**src/rtl/decode_stage.sv**
```systemverilog
// RV32I decode stage: a small circular instruction queue feeding a combinational
// decoder, with a load-use interlock and a skid-free registered output packet.
module decode_stage #(
  parameter int QUEUE_DEPTH = 4,
  parameter int XLEN        = 32
) (
  input  logic                          clock,
  input  logic                          reset,
  input  logic                          in_valid,
  output logic                          in_ready,
  input  logic [31:0]                   in_instr,
  input  logic [XLEN-1:0]               in_pc,
  input  logic                          flush,
  input  logic                          ex_load_valid,
  input  logic [4:0]                    ex_load_rd,
  output logic                          out_valid,
  input  logic                          out_ready,
  output logic [XLEN-1:0]               out_pc,
  output logic [31:0]                   out_instr,
  output logic [4:0]                    out_rs1,
  output logic [4:0]                    out_rs2,
  output logic [4:0]                    out_rd,
  output logic                          out_rd_we,
  output logic                          out_is_load,
  output logic                          out_is_store,
  output logic                          out_is_branch,
  output logic                          out_is_jump,
  output logic                          out_is_csr,
  output logic                          out_illegal,
  output logic [$clog2(QUEUE_DEPTH):0]  occupancy
);

  localparam int PTR_W = $clog2(QUEUE_DEPTH);
  localparam int CNT_W = PTR_W + 1;

  localparam logic [6:0] OP_LUI    = 7'b0110111;
  localparam logic [6:0] OP_AUIPC  = 7'b0010111;
  localparam logic [6:0] OP_JAL    = 7'b1101111;
  localparam logic [6:0] OP_JALR   = 7'b1100111;
  localparam logic [6:0] OP_BRANCH = 7'b1100011;
  localparam logic [6:0] OP_LOAD   = 7'b0000011;
  localparam logic [6:0] OP_STORE  = 7'b0100011;
  localparam logic [6:0] OP_IMM    = 7'b0010011;
  localparam logic [6:0] OP_REG    = 7'b0110011;
  localparam logic [6:0] OP_FENCE  = 7'b0001111;
  localparam logic [6:0] OP_SYSTEM = 7'b1110011;

  localparam logic [6:0] F7_ZERO = 7'b0000000;
  localparam logic [6:0] F7_ALT  = 7'b0100000;

  // ---------------------------------------------------------------------------
  // Instruction queue
  // ---------------------------------------------------------------------------
  logic [31:0]      instr_mem [QUEUE_DEPTH];
  logic [XLEN-1:0]  pc_mem    [QUEUE_DEPTH];

  logic [PTR_W-1:0] wr_ptr_reg;
  logic [PTR_W-1:0] rd_ptr_reg;
  logic [CNT_W-1:0] count_reg;
  logic [CNT_W-1:0] count_next;

  logic             push;
  logic             pop;
  logic             advance;
  logic             hazard;
  logic             head_present;
  logic [31:0]      head_instr;
  logic [XLEN-1:0]  head_pc;

  assign head_present = (count_reg != '0);
  assign head_instr   = instr_mem[rd_ptr_reg];
  assign head_pc      = pc_mem[rd_ptr_reg];

  // in_ready looks at the count only, so a full queue never accepts even while popping
  assign in_ready  = (count_reg < CNT_W'(QUEUE_DEPTH)) && !flush;
  assign push      = in_valid && in_ready;
  assign advance   = head_present && !hazard && (!out_valid || out_ready);
  assign pop       = advance && !flush;
  assign occupancy = count_reg;

  always_comb begin
    count_next = count_reg;
    case ({push, pop})
      2'b10:   count_next = count_reg + 1'b1;
      2'b01:   count_next = count_reg - 1'b1;
      default: count_next = count_reg;
    endcase
  end

  always_ff @(posedge clock) begin
    if (push) begin
      instr_mem[wr_ptr_reg] <= in_instr;
      pc_mem[wr_ptr_reg]    <= in_pc;
    end
  end

  always_ff @(posedge clock) begin
    if (reset || flush) begin
      wr_ptr_reg <= '0;
      rd_ptr_reg <= '0;
      count_reg  <= '0;
    end else begin
      if (push) begin
        wr_ptr_reg <= wr_ptr_reg + 1'b1;
      end
      if (pop) begin
        rd_ptr_reg <= rd_ptr_reg + 1'b1;
      end
      count_reg <= count_next;
    end
  end

  // ---------------------------------------------------------------------------
  // Head decode
  // ---------------------------------------------------------------------------
  logic [6:0] opcode;
  logic [2:0] funct3;
  logic [6:0] funct7;
  logic       legal;
  logic       use_rs1;
  logic       use_rs2;
  logic       use_rd;
  logic       cls_load;
  logic       cls_store;
  logic       cls_branch;
  logic       cls_jump;
  logic       cls_csr;

  assign opcode = head_instr[6:0];
  assign funct3 = head_instr[14:12];
  assign funct7 = head_instr[31:25];

  always_comb begin
    legal      = 1'b0;
    use_rs1    = 1'b0;
    use_rs2    = 1'b0;
    use_rd     = 1'b0;
    cls_load   = 1'b0;
    cls_store  = 1'b0;
    cls_branch = 1'b0;
    cls_jump   = 1'b0;
    cls_csr    = 1'b0;
    case (opcode)
      OP_LUI, OP_AUIPC: begin
        legal  = 1'b1;
        use_rd = 1'b1;
      end
      OP_JAL: begin
        legal    = 1'b1;
        use_rd   = 1'b1;
        cls_jump = 1'b1;
      end
      OP_JALR: begin
        legal    = (funct3 == 3'b000);
        use_rs1  = 1'b1;
        use_rd   = 1'b1;
        cls_jump = 1'b1;
      end
      OP_BRANCH: begin
        legal      = (funct3 != 3'b010) && (funct3 != 3'b011);
        use_rs1    = 1'b1;
        use_rs2    = 1'b1;
        cls_branch = 1'b1;
      end
      OP_LOAD: begin
        legal    = (funct3 != 3'b011) && (funct3 != 3'b110) && (funct3 != 3'b111);
        use_rs1  = 1'b1;
        use_rd   = 1'b1;
        cls_load = 1'b1;
      end
      OP_STORE: begin
        legal     = (funct3 == 3'b000) || (funct3 == 3'b001) || (funct3 == 3'b010);
        use_rs1   = 1'b1;
        use_rs2   = 1'b1;
        cls_store = 1'b1;
      end
      OP_IMM: begin
        // only the shift-immediates constrain funct7
        if (funct3 == 3'b001) begin
          legal = (funct7 == F7_ZERO);
        end else if (funct3 == 3'b101) begin
          legal = (funct7 == F7_ZERO) || (funct7 == F7_ALT);
        end else begin
          legal = 1'b1;
        end
        use_rs1 = 1'b1;
        use_rd  = 1'b1;
      end
      OP_REG: begin
        legal   = (funct7 == F7_ZERO) ||
                  ((funct7 == F7_ALT) && ((funct3 == 3'b000) || (funct3 == 3'b101)));
        use_rs1 = 1'b1;
        use_rs2 = 1'b1;
        use_rd  = 1'b1;
      end
      OP_FENCE: begin
        legal = (funct3 == 3'b000);
      end
      OP_SYSTEM: begin
        if (funct3 == 3'b000) begin
          // ECALL / EBREAK are the only funct3=0 encodings in the base ISA
          legal = (head_instr[31:7] == 25'h0000000) || (head_instr[31:7] == 25'h0002000);
        end else if (funct3 == 3'b100) begin
          legal = 1'b0;
        end else begin
          legal   = 1'b1;
          cls_csr = 1'b1;
          use_rd  = 1'b1;
          use_rs1 = !funct3[2];
        end
      end
      default: begin
        legal = 1'b0;
      end
    endcase
  end

  logic [4:0] dec_rs1;
  logic [4:0] dec_rs2;
  logic [4:0] dec_rd;
  logic       dec_rd_we;

  // Illegal words carry no register references, so they never interlock
  assign dec_rs1   = (legal && use_rs1) ? head_instr[19:15] : 5'd0;
  assign dec_rs2   = (legal && use_rs2) ? head_instr[24:20] : 5'd0;
  assign dec_rd    = (legal && use_rd)  ? head_instr[11:7]  : 5'd0;
  assign dec_rd_we = (dec_rd != 5'd0);

  // Unused source fields are already zero, so a nonzero load rd can only match real uses
  assign hazard = head_present && ex_load_valid && (ex_load_rd != 5'd0) &&
                  ((dec_rs1 == ex_load_rd) || (dec_rs2 == ex_load_rd));

  // ---------------------------------------------------------------------------
  // Output packet register
  // ---------------------------------------------------------------------------
  always_ff @(posedge clock) begin
    if (reset) begin
      out_valid     <= 1'b0;
      out_pc        <= '0;
      out_instr     <= '0;
      out_rs1       <= '0;
      out_rs2       <= '0;
      out_rd        <= '0;
      out_rd_we     <= 1'b0;
      out_is_load   <= 1'b0;
      out_is_store  <= 1'b0;
      out_is_branch <= 1'b0;
      out_is_jump   <= 1'b0;
      out_is_csr    <= 1'b0;
      out_illegal   <= 1'b0;
    end else if (flush) begin
      out_valid <= 1'b0;
    end else if (advance) begin
      out_valid     <= 1'b1;
      out_pc        <= head_pc;
      out_instr     <= head_instr;
      out_rs1       <= dec_rs1;
      out_rs2       <= dec_rs2;
      out_rd        <= dec_rd;
      out_rd_we     <= dec_rd_we;
      out_is_load   <= legal && cls_load;
      out_is_store  <= legal && cls_store;
      out_is_branch <= legal && cls_branch;
      out_is_jump   <= legal && cls_jump;
      out_is_csr    <= legal && cls_csr;
      out_illegal   <= !legal;
    end else if (out_ready) begin
      out_valid <= 1'b0;
    end
  end

endmodule

```
**config.mk**
```make
export PLATFORM = sky130hd
export DESIGN_NAME = decode_stage
export DESIGN_NICKNAME = d
export VERILOG_FILES = /design/src/rtl/decode_stage.sv
export SDC_FILE = /design/constraint.sdc
export NUM_CORES = 1
export LEC_CHECK = 0
export CAP_MARGIN = 5
export CORE_ASPECT_RATIO = 0.7
export CORE_UTILIZATION = 60
export CTS_BUF_LIST = sky130_fd_sc_hd__clkbuf_8
export DETAILED_ROUTE_END_ITERATION = 10
export PLACE_DENSITY_LB_ADDON = 0.1
export SYNTH_ARGS = -nofsm -noshare
export SYNTH_HDL_FRONTEND = slang
export SYNTH_SLANG_ARGS = --single-unit
```
**constraint.sdc**
```tcl
create_clock -name clock -period 9.7 [get_ports clock]
set_input_delay 2.425 -clock clock [delete_from_list [all_inputs] [get_ports clock]]
set_output_delay 2.425 -clock clock [all_outputs]
set_load 0.005 [all_outputs]
```
# Word level (Yosys, flattened, before mapping)
# Memories as Yosys holds them, arrays and structs flattened. A register that Yosys moved wholly into a read port is not among the register bits.
# Index checks and enable logic that the tools add are counted.
[totals]
ff_bits = 62
mem_bits_rw = 256
in_bits = 75
output_inout_bits = 91
wordCells = 124
memories = 2
[op_classes]
n_addsub = 4
n_lt_le_gt_ge = 1
n_eq_ne = 25
muxes = 26
bitwise = 1
reduce_logical = 50
[memory_table]
columns = ["memory", "depth", "width", "read_ports", "rd_ports_with_merged_regs", "write_ports", "line_no", "text"]
rows = [
  ["instr_mem", 4, 32, 1, 1, 1, "54", "logic [31:0] instr_mem [QUEUE_DEPTH];"],
  ["pc_mem", 4, 32, 1, 1, 1, "55", "logic [XLEN-1:0] pc_mem [QUEUE_DEPTH];"],
]
[op_table]
columns = ["cell", "n"]
rows = [
  ["$eq 7x6->1 const B", 4],
  ["$eq 7x7->1 const B", 4],
  ["$eq 25x14->1 const B", 1],
  ["$logic_not 25->1", 1],
  ["$logic_and 1x1->1", 20],
  ["$mux 1", 17],
  ["$mux 5", 3],
  ["$eq 7x5->1 const B", 2],
  ["$eq 5x5->1", 2],
  ["$reduce_bool 5->1", 2],
  ["$logic_or 1x1->1", 9],
  ["$pmux 1 s8", 1],
  ["$eq 7x2->1 const B", 1],
  ["$eq 7x4->1 const B", 1],
  ["$logic_not 7->1", 1],
  ["$reduce_or 7->1", 1],
  ["$eq 3x3->1 const B", 2],
  ["$ne 3x2->1 const B", 2],
  ["$ne 3x3->1 const B", 2],
  ["$pmux 3 s2", 1],
  ["$reduce_or 2->1", 3],
  ["$reduce_or 3->1", 2],
  ["$reduce_or 6->1", 1],
  ["$logic_not 1->1", 5],
  ["other kinds (15)", 19],
]

# Depth between registers and ports, before layout
# Gate-level depths: netlist of run 1.
[logic_depth]
depth_word = 16
mapped_depth = 19
ltp_nobuf = 15

# Worst setup path after synthesis of run 1
# OpenSTA, ideal clock, no wires.
[synth_path]
path_kind = "input port to flip-flop"
startpoint = "in ex_load_rd[0]"
endpoint = "reg count_reg[2], in the netlist occupancy[2]"
setup_ns = 0.070
arrival_time_ns = 5.151
t_required_ns = 9.630
slack_ns = 4.479
cell_stages = 13
path_buffers = 0
cell_sequence = "or4_1 > o21ai_0 > or3_1 > a211oi_2 > nor3_2 > nand2_2 > inv_1 > ha_1 > inv_1 > fa_1 > xor2_1 > or3_1 > a21oi_1"
[synth_via]
elab_chain_len = 9
elab_cells_between_ends = 14
classes_between = "eq/ne (4); mux (1); reduce/logical (9)"
[synth_rtl]
columns = ["item", "line_no", "text"]
rows = [
  ["from (decl)", "15", "input logic [4:0] ex_load_rd,"],
  ["$eq 5x5->1 or $reduce_bool 5->1 (tied branches)", "231, 230", ""],
  ["$logic_or 1x1->1 or $logic_and 1x1->1 (tied branches)", "231, 230", ""],
  ["$logic_and 1x1->1 *", "230", "assign hazard = head_present && ex_load_valid && (ex_load_rd != 5'd0) &&"],
  ["$logic_not 1->1 *", "77", "assign advance = head_present && !hazard && (!out_valid || out_ready);"],
  ["$logic_and 1x1->1 * (2 in series)", "77", ""],
  ["$logic_and 1x1->1 *", "78", "assign pop = advance && !flush;"],
  ["via pop", "63", "logic pop;"],
  ["$eq 2x1->1 or $eq 2x2->1 (tied branches)", "83", "case ({push, pop})"],
  ["$pmux 3 s2 or $reduce_bool 2->1 (tied branches)", "n/a", ""],
  ["to (signal assigned)", "109", "count_reg <= count_next;"],
  ["to (decl)", "59", "logic [CNT_W-1:0] count_reg;"],
]
# Mark *: on every way through the listed nets, which the timed path passes. The rest lies on a longest branch.
# A chain may end at the register's enable or synchronous reset.

# Final worst setup path of run 1
[layout_path]
startpoint = "in flush"
endpoint = "out in_ready"
[layout_via]
elab_chain_len = 2
[layout_rtl]
columns = ["item", "line_no", "text"]
rows = [
  ["from (decl)", "13", "input logic flush,"],
  ["$logic_not 1->1", "75", "assign in_ready = (count_reg < CNT_W'(QUEUE_DEPTH)) && !flush;"],
  ["$logic_and 1x1->1", "75", ""],
  ["to (decl)", "10", "output logic in_ready,"],
]
# Every way passes these cells.

==> impl_results.md, run 1 <==
- Max-slew headroom: 0.287
- RD Place Congestion: roughly 0.88
- Postcts setup bufs: 0
- Critical path class: in2out
- Sw frac: 0.212
- Placed cells: ~1300
- Crit start category: input pin
- Post-synth top area cell: edfxtp_1
- Row cnt: 45
- CP delay by family, top: buffers and inverters
- Clk pin slew, worst setup/hold paths: approximately 0.060 ns
- Hpwl dp: around 18000 µm
- WP data required: 7.28 ns
- Wire length per cell: ~22 µm
- Top sig layer: met5
- Max Slew Vio Count: 0
- Final ANT Viol Nets: 0
- DR iter-0 viols: 881
- Critical Path AT: 3.83 ns
- Register area share after synthesis: 0.704
- Via Count: 8375
- Hold_buf cts: 0
- Global route total overflow: 0
- Max IR drop VDD: 0.000116 V
- Final Non-Filler Cells: 1385
- Vias per Instance: ~6
- Largest net degree at the start of global routing: 84
- Place WS: 3.49 ns
- Endpoints failing setup: 0
- Met3 WL: about 2700 µm
- Initial Util: 0.620
- Synth Flop Type: edfxtp_1
- Number of global-route vias before repair: 8143
- Clock share of power: 0.369
- Die Ht: 128 µm
- I/O pin cnt: 166
- CP max-delay cell: clkdlybuf4s50_1
- Syn nets: 951
- GRT Util Overall: 0.264
- Post-CTS sizing: 0
- Clk buf depth: 3
- Sequential Power Share: 0.578
- Nets: 1119
- Crit path cell chain: clkdlybuf4s50_1 -> nor2_1 -> clkdlybuf4s50_1
- TritonCTS buffer count: 50
- Async set-reset flop share out of synthesis: 0
- Top Registers: instr_mem: 128 flops, pc_mem: 128 flops
- Achievable Freq: between 0.15 and 0.2 GHz
- Setup TNS: 0 ns
- Number of distinct library cells after synthesis: 55
- Synth Area per Inst: between 15 and 20 µm²
- Most frequent cell on the critical path: clkdlybuf4s50_1
- Cell count after synthesis: between 800 and 900
- Chip Width: 182 µm
- MaxCap Viol Count: 0
- NetSw: around 0.00060 W
- Area added between synthesis and finish: 20.1%
- CTS H-Tree Depth: 2
- PwrDens: approximately 170 nW/µm²
- Worst Path Max Fanout: 6
- Leakage: roughly 5.2 nW
- Worst Skew: 0.0250 ns
- RSZ-0062 raised after global routing: no
- Worst Hold Class: reg2reg
- Syn. warnings: 0
- DR pass1 iterations: 5
- Clock insertion delay at the later pin of the skew report: between 0.5 and 0.6 ns
- Area contributors post-synth: edfxtp_1 (56%), dfxtp_1 (14%), mux4_2 (10%), a21oi_1 (2.7%), o21ai_1 (2.6%)
- DR WL met2: 13600 µm
- Post-Route M1 WL: roughly 13000 µm
- TritonCTS clock tree: yes
- Status: complete, no violations
- Antenna violations before repair: 2
- Min cycle time layout: 6.26 ns
- Post-synth EDFFs: about 260
- Die area: around 23000 µm²
- Power Internal: about 0.0022 W
- Slew @ Worst Pin: 1.07 ns
- Post-Syn Area: 13700 µm²
- Crit end category: output pin
- Final worst slack: ~3.4 ns
- Core Region: 22000 µm²
- Slowest stage delay, CP: 0.57 ns
- CP Buf/Inv Count: 2
- Global-route wire length before repair: between 40000 and 50000 µm
- Hold Fails Final Rpt: 0
- Register bit total from synthesis: between 300 and 400
- Yosys top cell area share: 0.563
- Share of cells above drive strength 1: 0.146
- Final worst-path cycle share: 0.645
- Residual DRC count: 0
- PortBufs: 165
- Final wirelength: approximately 30000 µm
- CTS sink count: 352
- Clock root cell: clkbuf_8
- Logic pwr share: 0.053
[layout make-up]
class                           count  area, µm²
Inverter                           13       48.8
Multi-Input combinational cell    444       3700
Tap cell                          305        382
Fill cell                        1405       5610
Clock inverter                     36        141
Timing Repair Buffer              177       1740
Sequential cell                   352       9610
Antenna cell                        1       2.50
Clock buffer                       57        785
[through the flow]
| step | hold WS (ns) | power (W) | utilization | area (µm²) |
|---|---|---|---|---|
| global placement | 0.455 | 0.00182 | 0.703 | 15500 |
| CTS | 0.465 | 0.00287 | 0.745 | 16400 |
| global route | 0.494 | 0.00296 | 0.745 | 16400 |
| detailed placement | 0.456 | 0.00183 | 0.703 | 15500 |
| floorplan | 0.452 | 0.00175 | - | 13700 |
| finish | 0.463 | 0.00285 | 0.745 | 16400 |
[routing by layer]
metal / track usage / up-vias
met1: 0.396 / 4206
met2: 0.393 / 376
met4: 0.0692 / 2
met3: 0.0625 / 33
met5: 0 / -
li1: - / 3758
[tightest hold or removal path, delay by kind of cell (launching register included)]
family / cells / cell delay [ns]
AO/OA/AOI/OAI: 1 / 0.06
AND/OR/NAND/NOR: 1 / 0.05
flip-flops: 1 / 0.31
[logic make-up (layout without fill, tap and decap cells)]
kind of cell    Yosys count  after routing  synth area share
compound gates          195            195            0.0841
xor+xnor                  9              9           0.00577
fa+ha+maj                 6              6           0.00605
buf+inv                  74            283            0.0275
flops                   352            352             0.704
mux                      70             70             0.108
other cells               0              1                 0
simple gates            164            164            0.0644
[cell usage after synthesis, drive strengths merged (7+ instances only)]
master    n
edfxtp  256
dfxtp    96
o21ai    87
a21oi    74
nand3    66
mux4     62
clkbuf   31
buf      30
nor2     18
nand2    17
inv      13
nor4     12
a31o     10
nand2b    7
nand4     7
nor2b     7
[cell usage in the layout, fill, tap and decap left out, types with 2 or more instances in the layout]
| cell type | Yosys | layout |
|---|---|---|
| o21a_1 | 3 | 2 |
| and3_2 | 0 | 4 |
| nor2_1 | 18 | 18 |
| clkbuf_8 | 0 | 57 |
| nand3b_1 | 3 | 3 |
| nand4_1 | 7 | 7 |
| a21oi_1 | 74 | 74 |
| nand2b_1 | 7 | 7 |
| nor3_1 | 5 | 5 |
| mux2i_1 | 5 | 5 |
| o21ai_0 | 14 | 14 |
| clkdlybuf4s50_1 | 0 | 164 |
| edfxtp_1 | 256 | 256 |
| clkinv_2 | 0 | 2 |
| dfxtp_1 | 96 | 94 |
| clkinv_1 | 0 | 7 |
| buf_4 | 10 | 12 |
| nand2_1 | 16 | 16 |
| a31o_1 | 10 | 10 |
| o211ai_1 | 5 | 5 |
| xnor2_1 | 5 | 5 |
| nor2b_1 | 7 | 7 |
| or2_2 | 2 | 2 |
| o31a_1 | 2 | 2 |
| dfxtp_2 | 0 | 2 |
| or3_1 | 6 | 5 |
| o21ai_1 | 72 | 72 |
| nand3_1 | 66 | 66 |
| or4_1 | 2 | 2 |
| xor2_1 | 4 | 4 |
| nand4b_1 | 3 | 3 |
| mux4_2 | 62 | 62 |
| or3b_2 | 2 | 2 |
| mux2_2 | 3 | 3 |
| nor4_1 | 12 | 12 |
| inv_1 | 13 | 39 |
| a211oi_1 | 2 | 2 |
| ha_1 | 5 | 5 |
[worst paths after layout]
path	cells past startpoint	from	slack, ns	to
setup / recovery	3	flush	3.44	in_ready
hold / removal	2	out_rd[4]$_SDFFE_PP0P_	0.46	out_rd[4]$_SDFFE_PP0P_
setup reg to reg	11	flop	4.27	out_is_load$_SDFFE_PP0P_
hold reg to reg	2	out_rd[4]$_SDFFE_PP0P_	0.46	out_rd[4]$_SDFFE_PP0P_
[power groups by stage]
stage,combinational (W),clock [W],sequential [W]
global placement,0.000147,0,0.00168
global route,0.000162,0.00115,0.00165
CTS,0.000150,0.00107,0.00165
floorplan,0.0000700,0,0.00168
detailed placement,0.000150,0,0.00168
finish,0.000151,0.00105,0.00165
Note: power is estimated with default switching activity, not from simulation.
==> inputs of run 2 (changes only) <==
--- a/config.mk
+++ b/config.mk
@@ -7,7 +7,7 @@
 export LEC_CHECK = 0
 export CAP_MARGIN = 5
 export CORE_ASPECT_RATIO = 0.7
-export CORE_UTILIZATION = 60
+export CORE_UTILIZATION = 58
 export CTS_BUF_LIST = sky130_fd_sc_hd__clkbuf_8
 export DETAILED_ROUTE_END_ITERATION = 10
 export PLACE_DENSITY_LB_ADDON = 0.1
==> constraint.sdc (replaced) <==
create_clock -name clock -period 5.85 [get_ports clock]
set_input_delay 1.4625 -clock clock [delete_from_list [all_inputs] [get_ports clock]]
set_output_delay 1.4625 -clock clock [all_outputs]
set_load 0.005 [all_outputs]
==> run 2 against run 1 <==
Utilization shrank 2.2 points. Sequential share of layout area fell by 0.45 points. Global-route usage rose by 0.71 points. First-iteration DRC count decreased by 7.9%. Worst hold slack improved by 0.014 ns. Count of clock-buffer cells in the layout fell by 4. Die area is 3.4% higher. Non-clock buffer count is 4 higher. Critical path type is now reg2reg. Largest power group unchanged.
==> impl_results.md, run 2 (synthesis gave the netlist of run 1 again) <==
- Clk pin slew, worst setup/hold paths: 0.07 ns
- NetSw: 0.00106 W
- GR Util met2: 0.399
- Sw frac: 0.222
- PortBufs: 165
- RSZ-0062 raised after global routing: no
- Status: complete, no violations
- Number of global-route vias before repair: roughly 8300
- Antenna violations before repair: 0
- Die Ht: between 100 and 150 µm
- CTS sink count: ~350
- GRT met3 Usage: 0.0601
- Nets: 1124
- Most frequent cells in the layout: edfxtp_1 (256), clkdlybuf4s50_1 (164), dfxtp_1 (94)
- Top Registers: instr_mem: 128 flops, pc_mem: 128 flops
- Clock share of power: 0.376
- Hold Fails Final Rpt: 0
- Final wirelength: ~32000 µm
- Crit start category: flop
- Row cnt: 46
- Gr busiest metal: met1
- Clock insertion delay at the later pin of the skew report: between 0.5 and 0.6 ns
- Clk buf depth: 3
- Max-slew headroom: 0.367
- TritonCTS clock tree: yes
- Vias per Instance: 6.10
- Clock root cell: clkbuf_8
- RD Place Congestion: between 0.8 and 0.9
- Worst Path Max Fanout: 23
- Global-route wire length before repair: 48400 µm
- Initial Util: 0.598
- Final worst-path cycle share: 0.788
- GRT Util Overall: 0.271
- Global route total overflow: 0
- Hold path cells: 2
- Worst Skew: about 0.026 ns
- Critical Path AT: 5.11 ns
- Register area: 9610 µm²
- Crit end category: flop
- Hold_buf cts: 0
- Via Count: 8524
- WP data required: roughly 6.4 ns
- I/O pin cnt: between 150 and 200
- DR iter-0 viols: 811
- Hold Slack: 0.477 ns
- DR pass1 iterations: 5
- Core Region: between 20000 and 25000 µm²
- TritonCTS buffer count: 51
- Multi-input combinational cell area: 3700 µm²
- CTS H-Tree Depth: 2
- Die area: 24200 µm²
- Critical path class: reg2reg
- Largest net degree at the start of global routing: 72
- Min cycle time layout: 4.61 ns
- Fillers: ~1500
- Max IR drop VDD: about 0.00022 V
- Achievable Freq: roughly 0.22 GHz
- MaxCap Viol Count: 0
- Share of cells above drive strength 1: 0.152
- Most common cell after layout, fill and taps aside: edfxtp_1
- Power Internal: between 0.003 and 0.004 W
- GR Util met1: 0.415
- Postcts setup bufs: 0
- Sequential Power Share: 0.570
- Logic pwr share: 0.054
- Wire length per cell: 22.9 µm
- Chip Width: 185 µm
- Post-CTS sizing: 0
- Worst Hold Class: reg2reg
- PwrDens: 290 nW/µm²
- Post-route cell area: 16500 µm²
- Final ANT Viol Nets: 0
- Diodes inserted: 0
- Area after DPL: 15600 µm²
- Hpwl dp: 19600 µm
- Max Slew Vio Count: 0
- Setup TNS: 0 ns
- Area added between synthesis and finish: 21.1%
- Slew @ Worst Pin: approximately 0.95 ns
- Worst R2R Path Depth: 16
- Endpoints failing setup: 0
- Leakage: 5.22 nW
- Residual DRC count: 0
==> run 2: cell types whose count changed in the layout (fill, tap and decap cells not counted), moves of 2 or more <==
cell / delta
inv_1: -7
clkinv_2: +3
clkinv_1: +6
clkbuf_8: -4
buf_4: -2
inv_6: +2
buf_12: +6
==> run 2: worst max-delay path, cell delays in order, from the launching register on <==
cell and delay (ns):
dfxtp_2 0.56, buf_12 0.28, mux4_2 0.62, nand4bb_1 0.24, nand2b_1 0.21, nor2_1 0.09
a221oi_2 0.59, a211oi_2 0.24, nor3_4 0.23, nand2_2 0.07, inv_1 0.16, ha_1 0.21
inv_1 0.06, fa_1 0.37, xor2_1 0.16, or3_1 0.30, a21oi_1 0.14
==> run 2: area by class of cell <==
| type | count | share of cell area |
|---|---|---|
| tap | 312 | 0.0236 |
| clock inverter | 42 | 0.0129 |
| inverter | 13 | 0.00295 |
| timing repair buffer | 181 | 0.111 |
| sequential | 352 | 0.581 |
| multi-input combinational | 444 | 0.224 |
| clock buffer | 53 | 0.0441 |
==> run 2: layer usage <==
metal | share of wire | routed length [µm]
met4 | 0.016 | 524
met3 | 0.092 | 2920
met2 | 0.44 | 14100
met5 | 0 | 0
met1 | 0.45 | 14400
==> run 2: path summary, 6_finish.rpt <==
path                               start                   endpoint  slack [ns]
setup / recovery                    flop  occupancy[2]$_SDFFE_PP0P_        1.24
hold reg to reg   out_rd[1]$_SDFFE_PP0P_     out_rd[1]$_SDFFE_PP0P_        0.48
hold / removal    out_rd[1]$_SDFFE_PP0P_     out_rd[1]$_SDFFE_PP0P_        0.48
setup reg to reg                    flop  occupancy[2]$_SDFFE_PP0P_        1.24
==> run 2: through the flow <==
stage / utilization / setup slack (ns) / total power, W / instances
after floorplan: - / 1.59 / 0.00290 / 870
after global placement: 0.682 / 1.23 / 0.00303 / 1302
after detailed placement: 0.682 / 1.14 / 0.00304 / 1302
after CTS: 0.724 / 1.26 / 0.00482 / 1397
after global routing: 0.724 / 0.905 / 0.00494 / 1397
final: 0.724 / 1.24 / 0.00480 / 1397
==> run 2: power groups by stage <==
stage               Combinational, W  Clock (W)  Sequential, W
finish                      0.000259    0.00180        0.00273
global route                0.000276    0.00194        0.00273
CTS                         0.000256    0.00183        0.00273
detailed placement          0.000256          0        0.00278
global placement            0.000251          0        0.00278
floorplan                   0.000116          0        0.00278
==> inputs of run 3 (changes only) <==
--- a/config.mk
+++ b/config.mk
@@ -7,7 +7,7 @@
 export LEC_CHECK = 0
 export CAP_MARGIN = 5
 export CORE_ASPECT_RATIO = 0.7
-export CORE_UTILIZATION = 58
+export CORE_UTILIZATION = 52
 export CTS_BUF_LIST = sky130_fd_sc_hd__clkbuf_8
 export DETAILED_ROUTE_END_ITERATION = 10
 export PLACE_DENSITY_LB_ADDON = 0.1
==> constraint.sdc (replaced) <==
create_clock -name clock -period 3.7 [get_ports clock]
set_input_delay 0.925 -clock clock [delete_from_list [all_inputs] [get_ports clock]]
set_output_delay 0.925 -clock clock [all_outputs]
set_load 0.005 [all_outputs]
==> run 3 against run 2 <==
Die area increased by 11%. Register-to-register slack worse by 1.5 ns. First-iteration DRC count fell by 2.8%. Count of clock-buffer cells in the layout up 5. Setup slack lost 1.5 ns. Non-clock buffer count is 116 higher. Maximum frequency rose by 17%. Clock power increased by 64%. Worst hold slack got worse by 0.011 ns. Critical path depth grew 2. The run now ends with negative setup slack left.
==> impl_results.md, run 3 (synthesis gave the netlist of run 1 again) <==
- Status: complete, but fails checks
- Failing checks: negative setup slack
- CTS sink count: 352
- Setup TNS: -2.61 ns
- Area after DPL: 16500 µm²
- Vias per Instance: 5.79
- PwrDens: 429 nW/µm²
- Worst Hold Class: reg2reg
- Final wirelength: 34500 µm
- Area added between synthesis and finish: 32.7%
- DR iter-0 viols: 788
- MaxCap Viol Count: 0
- DR pass1 iterations: 6
- Fillers: 1737
- I/O pin cnt: approximately 170
- Crit end category: flop
- Row cnt: 49
- Register area: 9610 µm²
- Number of global-route vias before repair: 8500
- Via Count: 8876
- Die Ht: 138 µm
- Initial Util: 0.530
- WP data required: 4.21 ns
- Core Region: approximately 26000 µm²
- Achievable Freq: roughly 0.25 GHz
- Final ANT Viol Nets: 0
- TritonCTS buffer count: 52
- Share of cells above drive strength 1: 0.258
- Chip Width: 196 µm
- Clk buf depth: 3
- Hold Fails Final Rpt: 0
- Leakage: 6.01 nW
- Largest net degree at the start of global routing: 71
- Global-route wire length before repair: 50100 µm
- Clock root cell: clkbuf_8
- GRT Util Overall: 0.251
- Max-slew headroom: 0.463
- Residual DRC count: 0
- RD Place Congestion: about 0.9
- Nets: 1241
- Min cycle time layout: 3.95 ns
- Critical path class: reg2reg
- Diodes inserted: 0
- Die area: 26900 µm²
- Critical Path AT: 4.47 ns
- Endpoints failing setup: 74
- Most common cell after layout, fill and taps aside: edfxtp_1
- Max Slew Vio Count: 0
- CTS H-Tree Depth: 2
- RSZ-0062 raised after global routing: yes
- Top Registers: instr_mem: 128 flops, pc_mem: 128 flops
- Antenna violations before repair: 1
- Wire length per cell: 22.5 µm
- Max IR drop VDD: roughly 0.00031 V
- TritonCTS clock tree: yes
- Final worst slack: -0.255 ns
- Global route total overflow: 0
- Multi-input combinational cell area: 3880 µm²
- Worst Skew: around 0.018 ns
- Post-route cell area: 18100 µm²
- Clock insertion delay at the later pin of the skew report: 0.60 ns
- Clk pin slew, worst setup/hold paths: approximately 0.060 ns
- Worst Path Max Fanout: 11
- Hpwl dp: roughly 22000 µm
- Hold_buf cts: 0
- Crit start category: flop
- Final worst-path cycle share: 1.07
- Slew @ Worst Pin: 0.806 ns
- PortBufs: 165
- Most frequent cells in the layout: edfxtp_1 (256), clkdlybuf4s50_1 (164), dfxtp_1 (94)
-- run 3: report_power, final --
group          total [W]  internal [W]  switching [W]
registers        0.00432       0.00429      0.0000254
clock network    0.00295       0.00150        0.00145
logic           0.000503      0.000259       0.000244
total            0.00777       0.00605        0.00172
-- run 3: timing repair --
item / in CTS / in global routing
setup endpoints to repair: 49 / 93
resized for setup: 8 / 51
buffers inserted: 3 / 16
pin swaps: 1 / 30
cloned: 0 / 7
-- run 3: path summary, 6_finish.rpt --
path	slack (ns)	to	from	cells past startpoint
worst max-delay path	-0.25	occupancy[2]$_SDFFE_PP0P_	flop	18
worst min-delay path	0.47	out_rd[4]$_SDFFE_PP0P_	out_rd[4]$_SDFFE_PP0P_	2
worst max register to register	-0.25	occupancy[2]$_SDFFE_PP0P_	flop	18
worst min register to register	0.47	out_rd[4]$_SDFFE_PP0P_	out_rd[4]$_SDFFE_PP0P_	2
-- run 3: layout make-up --
class	count	area share
Sequential cell	352	0.531
Multi-Input combinational cell	444	0.214
Timing Repair Buffer	297	0.175
Clock buffer	58	0.0441
Tap cell	331	0.0229
Clock inverter	38	0.00974
Inverter	13	0.00283
-- run 3: stage by stage --
stage                     std cells  total power [W]  worst slack (ns)   util  hold WS, ns
after detailed placement       1411          0.00487            -0.185  0.643        0.464
after floorplan                 870          0.00459            -0.157      -        0.452
final                          1533          0.00777            -0.255  0.703        0.466
after global routing           1533          0.00803            -0.374  0.703        0.484
after CTS                      1510          0.00780            -0.200  0.683        0.472
after global placement         1411          0.00487            -0.153  0.643        0.451
-- run 3: worst max-delay path: stages (launching register included) --
cell     delay (ns)
dfxtp_4        0.37
buf_12         0.14
buf_6          0.12
mux4_2         0.52
or4_1          0.53
a211o_1        0.28
o41ai_4        0.06
buf_4          0.19
o21ai_1        0.07
o311a_1        0.17
o21ai_4        0.21
nand2_4        0.08
inv_4          0.07
ha_4           0.12
inv_2          0.03
fa_2           0.32
xor2_1         0.15
or3_1          0.30
a21oi_1        0.13
-- run 3: routing by layer --
layer	vias up	track usage	part of all wire
li1	4022	-	-
met1	4421	0.388	0.46
met2	375	0.357	0.43
met3	58	0.0605	0.087
met4	0	0.0621	0.016
met5	-	0	0
